--- src/rtl/dqsw_wrlvl_pkg.sv ---
// rtl/dqsw_wrlvl_pkg.sv - shared types and constants for the DQSW write-leveling controller
package dqsw_wrlvl_pkg;

   typedef enum logic [3:0] {
      ST_IDLE,
      ST_LOAD,
      ST_LOAD_WAIT,
      ST_PULSE,
      ST_SETTLE,
      ST_SAMPLE,
      ST_EVAL,
      ST_MOVE,
      ST_MOVE_WAIT,
      ST_DONE,
      ST_FAIL
   } wrlvl_state_t;

   localparam logic [1:0] DQS_PULSE = 2'b01;
   localparam logic [1:0] DQS_IDLE  = 2'b00;
   localparam logic [1:0] OE_ON     = 2'b11;
   localparam logic [1:0] OE_OFF    = 2'b00;

   function automatic logic is_busy(input wrlvl_state_t s);
      return !(s == ST_IDLE || s == ST_DONE || s == ST_FAIL);
   endfunction

endpackage

--- src/rtl/wrlvl_majority.sv ---
// rtl/wrlvl_majority.sv - ones accumulator giving the majority vote over one tap's samples
module wrlvl_majority #(
   parameter int NUM_SAMPLES = 8
) (
   input  logic clk,
   input  logic rst,
   input  logic clear,
   input  logic inc,
   output logic result
);

   localparam int CNT_W = $clog2(NUM_SAMPLES) + 1;

   logic [CNT_W-1:0] ones;

   // Saturates at NUM_SAMPLES so a stray extra increment cannot wrap the vote.
   always_ff @(posedge clk) begin
      if (rst || clear) begin
         ones <= '0;
      end else if (inc && ones != CNT_W'(NUM_SAMPLES)) begin
         ones <= ones + 1'b1;
      end
   end

   // Strictly more than half: a tie votes 0.
   assign result = ones > CNT_W'(NUM_SAMPLES / 2);

endmodule

--- src/rtl/dqsw_wrlvl_ctrl.sv ---
// rtl/dqsw_wrlvl_ctrl.sv - write-leveling controller for one DDR3 byte lane
// Steps the DQSW delay until the majority-voted DQ feedback goes 0->1.
module dqsw_wrlvl_ctrl
   import dqsw_wrlvl_pkg::*;
#(
   parameter int TAP_W         = 8,
   parameter int MAX_TAPS      = 128,
   parameter int SETTLE_CYCLES = 16,
   parameter int NUM_SAMPLES   = 8,
   parameter int MOVE_WAIT     = 4,
   parameter int LOAD_WAIT     = 4
) (
   input  logic             FAB_CLK,
   input  logic             RESET,
   input  logic             START,
   output logic             BUSY,
   output logic             DONE,
   output logic             FAIL,
   output logic [TAP_W-1:0] TAP_RESULT,
   output logic [1:0]       TX_DATA_0,
   output logic [1:0]       OE_DATA_0,
   input  logic [1:0]       RX_DATA_0,
   output logic             DELAY_LINE_MOVE_0,
   output logic             DELAY_LINE_DIRECTION_0,
   output logic             DELAY_LINE_LOAD_0,
   input  logic             DELAY_LINE_OUT_OF_RANGE_0,
   output logic             EYE_MONITOR_CLEAR_FLAGS_0
);

   localparam int SAMP_W   = $clog2(NUM_SAMPLES) + 1;
   localparam int WAIT_MAX = (SETTLE_CYCLES > MOVE_WAIT) ?
                             ((SETTLE_CYCLES > LOAD_WAIT) ? SETTLE_CYCLES : LOAD_WAIT) :
                             ((MOVE_WAIT > LOAD_WAIT) ? MOVE_WAIT : LOAD_WAIT);
   localparam int WAIT_W   = $clog2(WAIT_MAX + 1);

   wrlvl_state_t     state, state_nxt;
   logic [TAP_W-1:0] tap, tap_nxt;
   logic [TAP_W-1:0] result_nxt;
   logic             seen_zero, seen_zero_nxt;
   logic [SAMP_W-1:0] samp_cnt, samp_cnt_nxt;
   logic [WAIT_W-1:0] wait_cnt, wait_cnt_nxt;
   logic             maj_clear, maj_inc, maj_result;
   logic             last_tap;
   logic             rx_fall_unused;

   assign rx_fall_unused = RX_DATA_0[1];
   assign last_tap       = (tap == TAP_W'(MAX_TAPS - 1));

   wrlvl_majority #(.NUM_SAMPLES(NUM_SAMPLES)) u_majority (
      .clk   (FAB_CLK),
      .rst   (RESET),
      .clear (maj_clear),
      .inc   (maj_inc),
      .result(maj_result)
   );

   always_comb begin
      state_nxt     = state;
      tap_nxt       = tap;
      result_nxt    = TAP_RESULT;
      seen_zero_nxt = seen_zero;
      samp_cnt_nxt  = samp_cnt;
      wait_cnt_nxt  = '0;
      maj_clear     = 1'b0;
      maj_inc       = 1'b0;
      case (state)
         ST_IDLE, ST_DONE, ST_FAIL: begin
            if (START) begin
               state_nxt     = ST_LOAD;
               tap_nxt       = '0;
               seen_zero_nxt = 1'b0;
               samp_cnt_nxt  = '0;
               maj_clear     = 1'b1;
            end
         end
         ST_LOAD: state_nxt = ST_LOAD_WAIT;
         ST_LOAD_WAIT: begin
            if (wait_cnt == WAIT_W'(LOAD_WAIT - 1)) state_nxt = ST_PULSE;
            else wait_cnt_nxt = wait_cnt + 1'b1;
         end
         ST_PULSE: state_nxt = ST_SETTLE;
         ST_SETTLE: begin
            if (wait_cnt == WAIT_W'(SETTLE_CYCLES - 1)) state_nxt = ST_SAMPLE;
            else wait_cnt_nxt = wait_cnt + 1'b1;
         end
         ST_SAMPLE: begin
            maj_inc      = RX_DATA_0[0];
            samp_cnt_nxt = samp_cnt + 1'b1;
            state_nxt    = (samp_cnt == SAMP_W'(NUM_SAMPLES - 1)) ? ST_EVAL : ST_PULSE;
         end
         ST_EVAL: begin
            samp_cnt_nxt = '0;
            maj_clear    = 1'b1;
            if (!maj_result) begin
               seen_zero_nxt = 1'b1;
               state_nxt     = ST_MOVE;
            end else if (seen_zero) begin
               result_nxt = tap;
               state_nxt  = ST_DONE;
            end else begin
               state_nxt = ST_MOVE;
            end
         end
         ST_MOVE: begin
            if (last_tap) begin
               state_nxt = ST_FAIL;
            end else begin
               tap_nxt   = tap + 1'b1;
               state_nxt = ST_MOVE_WAIT;
            end
         end
         ST_MOVE_WAIT: begin
            if (wait_cnt == WAIT_W'(MOVE_WAIT - 1)) state_nxt = ST_PULSE;
            else wait_cnt_nxt = wait_cnt + 1'b1;
         end
         default: state_nxt = ST_IDLE;
      endcase
      if (is_busy(state) && DELAY_LINE_OUT_OF_RANGE_0) begin
         state_nxt = ST_FAIL;
      end
   end

   // Outputs are decoded from the next state so each is high exactly during its state's cycle.
   always_ff @(posedge FAB_CLK) begin
      if (RESET) begin
         state                     <= ST_IDLE;
         tap                       <= '0;
         seen_zero                 <= 1'b0;
         samp_cnt                  <= '0;
         wait_cnt                  <= '0;
         BUSY                      <= 1'b0;
         DONE                      <= 1'b0;
         FAIL                      <= 1'b0;
         TAP_RESULT                <= '0;
         TX_DATA_0                 <= DQS_IDLE;
         OE_DATA_0                 <= OE_OFF;
         DELAY_LINE_MOVE_0         <= 1'b0;
         DELAY_LINE_DIRECTION_0    <= 1'b0;
         DELAY_LINE_LOAD_0         <= 1'b0;
         EYE_MONITOR_CLEAR_FLAGS_0 <= 1'b0;
      end else begin
         state                     <= state_nxt;
         tap                       <= tap_nxt;
         seen_zero                 <= seen_zero_nxt;
         samp_cnt                  <= samp_cnt_nxt;
         wait_cnt                  <= wait_cnt_nxt;
         BUSY                      <= is_busy(state_nxt);
         DONE                      <= (state_nxt == ST_DONE);
         FAIL                      <= (state_nxt == ST_FAIL);
         TAP_RESULT                <= result_nxt;
         TX_DATA_0                 <= (state_nxt == ST_PULSE) ? DQS_PULSE : DQS_IDLE;
         OE_DATA_0                 <= (state_nxt == ST_PULSE) ? OE_ON : OE_OFF;
         DELAY_LINE_MOVE_0         <= (state_nxt == ST_MOVE) && (tap_nxt != TAP_W'(MAX_TAPS - 1));
         DELAY_LINE_DIRECTION_0    <= (state_nxt == ST_MOVE) && (tap_nxt != TAP_W'(MAX_TAPS - 1));
         DELAY_LINE_LOAD_0         <= (state_nxt == ST_LOAD);
         EYE_MONITOR_CLEAR_FLAGS_0 <= (state_nxt == ST_LOAD);
      end
   end

endmodule

--- config.mk ---
export PLATFORM = sky130hd
export DESIGN_NAME = dqsw_wrlvl_ctrl
export DESIGN_NICKNAME = d
export VERILOG_FILES = /design/src/rtl/dqsw_wrlvl_pkg.sv /design/src/rtl/wrlvl_majority.sv /design/src/rtl/dqsw_wrlvl_ctrl.sv
export SDC_FILE = /design/constraint.sdc
export NUM_CORES = 1
export LEC_CHECK = 0
export ABC_AREA = 1
export CORE_UTILIZATION = 55
export DETAILED_ROUTE_END_ITERATION = 8
export PLACE_DENSITY = 0.79
export SLEW_MARGIN = 5
export SYNTH_ARGS = -nofsm -noshare
export SYNTH_HDL_FRONTEND = slang
export SYNTH_SLANG_ARGS = --single-unit
--- constraint.sdc ---
create_clock -name FAB_CLK -period 2 [get_ports FAB_CLK]
set_input_delay 0.6 -clock FAB_CLK [delete_from_list [all_inputs] [get_ports FAB_CLK]]
set_output_delay 0.6 -clock FAB_CLK [all_outputs]
set_load 0.01 [all_outputs]
==> impl_results.md, run 1 <==
* Status: completed
* Top Ports at 25
* Fillers at about 310
* Most frequent cells in the layout: 62 x nand2_1, 48 x nor2_1, 40 x dfxtp_1
* DP HPWL at about 3400 um
* Commonest non-fill, non-tap cell in the layout: nand2_1
* Wirelength per Cell at 11.6 um
* Startpoint types: flip-flop
* Largest net degree at the start of global routing at 17
* Cell Pwr Density at a little over 1000 mW/mm2
* Clk_skew at 0.00576 ns
* Fin crit period at around 1.8 ns
* DRT iter0 DRCs at 145
* Data required, critical path at roughly 1.4 ns
* Critical path's largest stage delay at roughly 0.54 ns
* Final wirelength at around 4500 um
* Clock sinks at 40
* Post-synth top area share at 37.2%
* Hold Violations, Final at 0
* Root buffer cell: clkbuf_8
* Crit-path cells: clkdlybuf4s50_1
* Register Area at between 800 and 900 um2
* Htree depth at 2
* Total core area at 0.00372 mm2
* FMAX at between 500 and 600 MHz
* Placed Instance Area at 0.00244 mm2
* Detailed-route vias per instance at ~5.1
* Worst Path Arrival at 1.17 ns
* Min-Delay Path Class: reg -> reg
* Pre-CTS WS at -0.0748 ns
* Post-route DRC at 0
* Clock latency on the worst-skew pair at between 0.2 and 0.3 ns
* CTS tree: yes
* Die area at around 0.0042 mm2
* First-pass GRT wire length at approximately 7700 um
* CTS Buffer Depth at 2
* Worst Setup Path Type: reg -> out
* Syn avg cell area at 6.94 um2
* Hold_sp: wait_cnt[0]
* Antenna-violating nets left at 0
* Cell variety after synth at 35
* RSZ-0062 raised after global routing: false
* Top Family by Delay on Critical Path: buffers and inverters
* Total iterations of the first detailed-routing run at 5
* Fin crit share at 88.5%
* Nets at between 300 and 400
* Ranking of synthesized cells by area: dfxtp_1 37%, nand2_1 11%, nor2_1 8.4%
* # Max-Cap Violations at 0
* CP bufs+invs at 1
* Setup bufs post-CTS at 0
* Hold Slack at between 0.4 and 0.5 ns
* Cell taking the most area after synthesis: dfxtp_1
* CP Max Fanout at 3
* Antenna violations before repair at 0
* R2r setup slk at 0.24 ns
* Multi-input gate area at around 0.0012 mm2
* Sum Neg Setup Slack at 0 ns
* Syn nets at ~320
* Diodes inserted at 0
* Slew Limit Fails at 0
* Cells after Synth at 310
* Initial Utilization at between 50% and 60%
* Final setup vio count at 0
* Remaining Overflow, GRT at 0
* Setup ws final at approximately 0.23 ns
* Hold depth at 1
* Die H at roughly 65 um
* CP max-delay cell: clkdlybuf4s50_1
* Worst IR Drop VDD at 0.660 mV
* Worst r2r src: u_majority.ones[0]
* Final Core Density at approximately 70%
* Vias in the first global route at about 1800
* Area grow syn2layout at 19.8%
* GRT Util Overall at 23.8%
* CP endpoint kind: output pin
* Leakage power at about 0.0012 uW
* Yosys reg bits at 40
* Synth warn at 0
* Share of post-route cells with drive strength above 1 at about an eighth
* R2R Path End: BUSY
* IO buf count at 22
* R2R cell count at 12
* Die width at ~65 um
* Site Rows at 22
* CTS buffer count at 5
* Sequential area share after synthesis at 37.2%
* Synthesized cell area at between 0.002 and 0.0025 mm2
* Worst Hold Path EP: wait_cnt[0]
* Clock slew at reported path FFs at ~0.080 ns
* Vias at ~2000
* Final Instance Area at around 0.0026 mm2
* GPL Wtd Cong at ~1
==> worst max-delay path by stage <==
stage | startpoint | endpoint | slack (ns) | cells after the start
2_1_floorplan | u_majority.ones[0] | BUSY | 0.43 | 12
3_3_place_gp | START | BUSY | -0.02 | 10
3_5_place_dp | START | DELAY_LINE_DIRECTION_0 | -0.07 | 7
4_1_cts | OE_DATA_0[0] | OE_DATA_0[0] | 0.22 | 1
5_1_grt | u_majority.ones[0] | BUSY | 0.004 | 12
6_report | OE_DATA_0[0] | OE_DATA_0[0] | 0.23 | 1
==> per-stage QoR <==
stage               instances  total power (uW)
floorplan                 310              1660
global placement          380              1910
detailed placement        380              1940
CTS                       388              2650
global route              388              2820
finish                    388              2630
==> synth_stat cells <==
cell type	n
nand2_2	5
nand4_2	1
a2bb2oi_1	1
nand3_1	28
a21oi_1	19
and2_1	1
o211ai_1	1
xor2_1	1
o21ai_0	17
nand3_4	1
nor2_2	4
nand3_2	4
or2_2	1
nand4_1	3
conb_1	1
a211oi_1	1
buf_2	1
inv_2	3
nor2_1	48
inv_1	34
a31oi_1	1
nand2_1	62
nor2_4	1
buf_4	5
xnor2_1	1
a21oi_2	1
o21a_1	1
dfxtp_1	40
clkbuf_1	3
o21ai_1	2
ha_1	7
nor3b_2	1
and2_2	1
nor3_1	5
nand2_4	4
==> routing by layer <==
layer  vias to the layer above  part of all wire [%]  global-route usage [%]
li1                       1048                     -                       -
met3                         4                   4.1                    4.93
met2                        37                    48                    40.7
met5                         -                     0                       0
met4                         0                   1.0                    7.22
met1                       879                    47                    29.7
==> flip-flops by register name, indices dropped and copies added, names as in the netlist, 4 cells and up <==
| register | flops |
|---|---|
| TAP_RESULT | 8 |
| samp_cnt | 4 |
| state | 4 |
| tap | 8 |
| u_majority.ones | 4 |
| wait_cnt | 5 |
==> area by class of cell <==
type / count / share of cell area, %
Clock buffer: 7 / 3.74
Multi-Input combinational cell: 224 / 45.1
Tap cell: 48 / 2.33
Timing Repair Buffer: 31 / 11.2
Sequential cell: 40 / 31.1
Clock inverter: 1 / 1.17
Inverter: 37 / 5.39
==> where the power goes <==
group          switching [uW]  total (uW)  internal (uW)  leakage, uW
registers                66.6         940            874     0.000323
logic                     604         978            374     0.000776
clock network             273         714            440    0.0000645
==> logic make-up after synthesis <==
family                   after synthesis  synth area share [%]
AND/OR/NAND/NOR                      170                  37.8
AO/OA/AOI/OAI                         44                  11.0
buffers and inverters                 46                  8.96
XOR/XNOR                               2                 0.815
other                                  1                 0.174
flip-flops                            40                  37.2
adder cells (fa/ha/maj)                7                  4.07
==> what timing repair did <==
action | in CTS | in global routing
gates resized for setup | 0 | 1
endpoints found under the setup margin | 0 | 1
hold endpoints to repair | 0 | 0
hold buffers | 0 | 0
Note: power is estimated with default switching activity, not from simulation.
==> inputs of run 2 (changes only) <==
CTS_CLUSTER_SIZE = 25   (was not set)
==> results of run 2 <==
Same layout as run 1: the final DEF is identical, and so are final timing and power.
==> inputs of run 3 (changes only) <==
RECOVER_POWER = 25   (was not set)
TNS_END_PERCENT = 30   (was not set)
==> impl_results.md, run 3 (same netlist as run 1, synthesis figures left out) <==
* Crit-path cells: nand2_2, nand3_1, nand2_4, nand2_4, nand2_1, o21ai_0, nand2_1, nor2_1, a21oi_1 (was clkdlybuf4s50_1)
* Worst Path Arrival at 2.03 ns (was 1.17 ns)
* Diodes inserted at 0 (unchanged)
* Remaining Overflow, GRT at 0 (unchanged)
* P_int at 1680 uW (was 1690 uW)
* Worst Setup Path Type: reg -> reg (was reg -> out)
* RSZ-0062 raised after global routing: false (unchanged)
* CTS Buffer Depth at 2 (unchanged)
* CP max-delay cell: dfxtp_1 (was clkdlybuf4s50_1)
* Nets at 352 (unchanged)
* Site Rows at 22 (unchanged)
* Clock slew at reported path FFs at 0.08 ns (about the same)
* Post-route DRC at 0 (unchanged)
* CP endpoint kind: flip-flop (was output pin)
* Clk_skew at 0.00737 ns (was 0.00576 ns)
* Total iterations of the first detailed-routing run at 5 (unchanged)
* Root buffer cell: clkbuf_8 (unchanged)
* Share of post-route cells with drive strength above 1 at 11.8% (was 12.9%)
* Fin crit share at 92.6% (was 88.5%)
* R2R cell count at 9 (was 12)
* Leakage power at 0.00115 uW (was 0.00116 uW)
* Slew Limit Fails at 0 (unchanged)
* Fin crit period at 1.85 ns (was 1.77 ns)
* Fillers at 315 (was 309)
* Hold depth at 1 (unchanged)
* Antenna violations before repair at 0 (unchanged)
* Final wirelength at 4510 um (was 4500 um)
* Part of the power in registers at 36.0% (was 35.7%)
* First-pass GRT wire length at 7730 um (unchanged)
* Hold Slack at 0.456 ns (about the same)
* Worst Hold Path EP: wait_cnt[0] (unchanged)
* CTS buffer count at 5 (unchanged)
* Cell Pwr Density at 1020 mW/mm2 (about the same)
* Detailed-route vias per instance at 5.09 (was 5.07)
* Final Instance Area at 0.00255 mm2 (was 0.00258 mm2)
* Wirelength per Cell at 11.6 um (about the same)
* Largest net degree at the start of global routing at 17 (unchanged)
* DP HPWL at 3450 um (unchanged)
* Pre-CTS WS at -0.0748 ns (unchanged)
* Total power at 2610 uW (was 2630 uW)
* Htree depth at 2 (unchanged)
* Min-Delay Path Class: reg -> reg (unchanged)
* Clock latency on the worst-skew pair at 0.30 ns (was 0.29 ns)
* # Max-Cap Violations at 0 (unchanged)
* Biggest regs: TAP_RESULT x8, tap x8, wait_cnt x5 (unchanged)
* FMAX at 540 MHz (was 565 MHz)
* R2r setup slk at 0.15 ns (was 0.24 ns)
* Die H at 64.5 um (unchanged)
* CP startpoint: state[1] (was OE_DATA_0[0])
* Setup ws final at 0.147 ns (was 0.230 ns)
* Critical path's largest stage delay at 0.48 ns (was 0.54 ns)
* Switching share of total power at 35.6% (was 35.9%)
* Startpoint types: flip-flop (unchanged)
* Clock sinks at 40 (unchanged)
* IO buf count at 22 (unchanged)
* Hold Violations, Final at 0 (unchanged)
* Combinational power share at 36.6% (was 37.2%)
* Antenna-violating nets left at 0 (unchanged)
* Worst IR Drop VDD at 0.662 mV (was 0.660 mV)
* Area grow syn2layout at 18.6% (was 19.8%)
* CP Max Fanout at 6 (was 3)
* CP bufs+invs at 0 (was 1)
* Clock share of power at 27.4% (was 27.1%)
* Most frequent cells in the layout: 63 x nand2_1, 49 x nor2_1, 40 x dfxtp_1 (was 62 x nand2_1, 48 x nor2_1, 40 x dfxtp_1)
* Vias in the first global route at 1775 (unchanged)
* R2R Path End: DELAY_LINE_DIRECTION_0 (was BUSY)
* GPL Wtd Cong at 0.989 (unchanged)
* DRT iter0 DRCs at 128 (was 145)
* Die width at 64.5 um (unchanged)
* Switching power total at 931 uW (was 944 uW)
* Initial Utilization at 57.9% (unchanged)
* Setup bufs post-CTS at 0 (unchanged)
* Top Family by Delay on Critical Path: simple AND/OR/NAND/NOR gates (was buffers and inverters)
* Data required, critical path at 2.18 ns (was 1.40 ns)
* Total core area at 0.00372 mm2 (unchanged)
* Final setup vio count at 0 (unchanged)
* Top Ports at 25 (unchanged)
* Status: completed (unchanged)
* GRT Util Overall at 23.8% (unchanged)
* Vias at 1974 (was 1968)
* Hold_sp: wait_cnt[0] (unchanged)
* Placed Instance Area at 0.00244 mm2 (unchanged)
* Commonest non-fill, non-tap cell in the layout: nand2_1 (unchanged)
* Die area at 0.00416 mm2 (unchanged)
* CTS tree: yes (unchanged)
* Worst r2r src: state[1] (was u_majority.ones[0])
[run 3: cell types whose count changed in the layout (fill, tap and decap cells not counted), sizes merged]
cell,before,now
buf,9,8
clkbuf,7,8
clkdlybuf4s50,22,21
dlygate4sd3,0,1
[run 3: area by class of cell]
| type | instances | area [um2] | area share, % |
|---|---|---|---|
| multi-input cells | 224 | 1140 | 44.7 |
| flip-flops and latches | 40 | 801 | 31.4 |
| repair buffers | 31 | 284 | 11.1 |
| inverters | 37 | 139 | 5.45 |
| clock buffers | 7 | 96.3 | 3.78 |
| well taps | 48 | 60.1 | 2.36 |
| clock inverters | 1 | 30.0 | 1.18 |
[run 3: repair_timing]
item                       4_1_cts  5_1_grt
setup endpoints to repair        0        1
hold buffers                     0        0
gates resized for setup          0        1
[run 3: metrics by stage]
step / utilization (%) / setup TNS (ns) / std cells
floorplan: - / 0 / 310
global placement: 65.8 / -0.0310 / 380
detailed placement: 65.8 / -0.0915 / 380
CTS: 69.2 / 0 / 388
global route: 68.6 / 0 / 388
finish: 68.6 / 0 / 388
[run 3: worst max path at each step]
stage,end,cells past startpoint,slack [ns]
finish,DELAY_LINE_DIRECTION_0,9,0.15
global route,BUSY,12,0.004
CTS,OE_DATA_0[0],1,0.22
detailed placement,DELAY_LINE_DIRECTION_0,7,-0.07
global placement,BUSY,10,-0.02
floorplan,BUSY,12,0.43
[run 3: power groups by stage]
stage               combinational, uW  clock (uW)  sequential, uW
floorplan                         697           0             961
global placement                  960           0             955
detailed placement                975           0             960
CTS                               980         727             941
global route                     1080         763             949
finish                            955         717             940
[run 3: per-layer routing]
| metal | global-route usage, % | vias to the layer above | wire, um |
|---|---|---|---|
| met3 | 4.93 | 6 | 172 |
| met4 | 7.22 | 0 | 44 |
| met5 | 0 | - | 0 |
| li1 | - | 1047 | - |
| met1 | 29.7 | 877 | 2120 |
| met2 | 40.7 | 44 | 2170 |
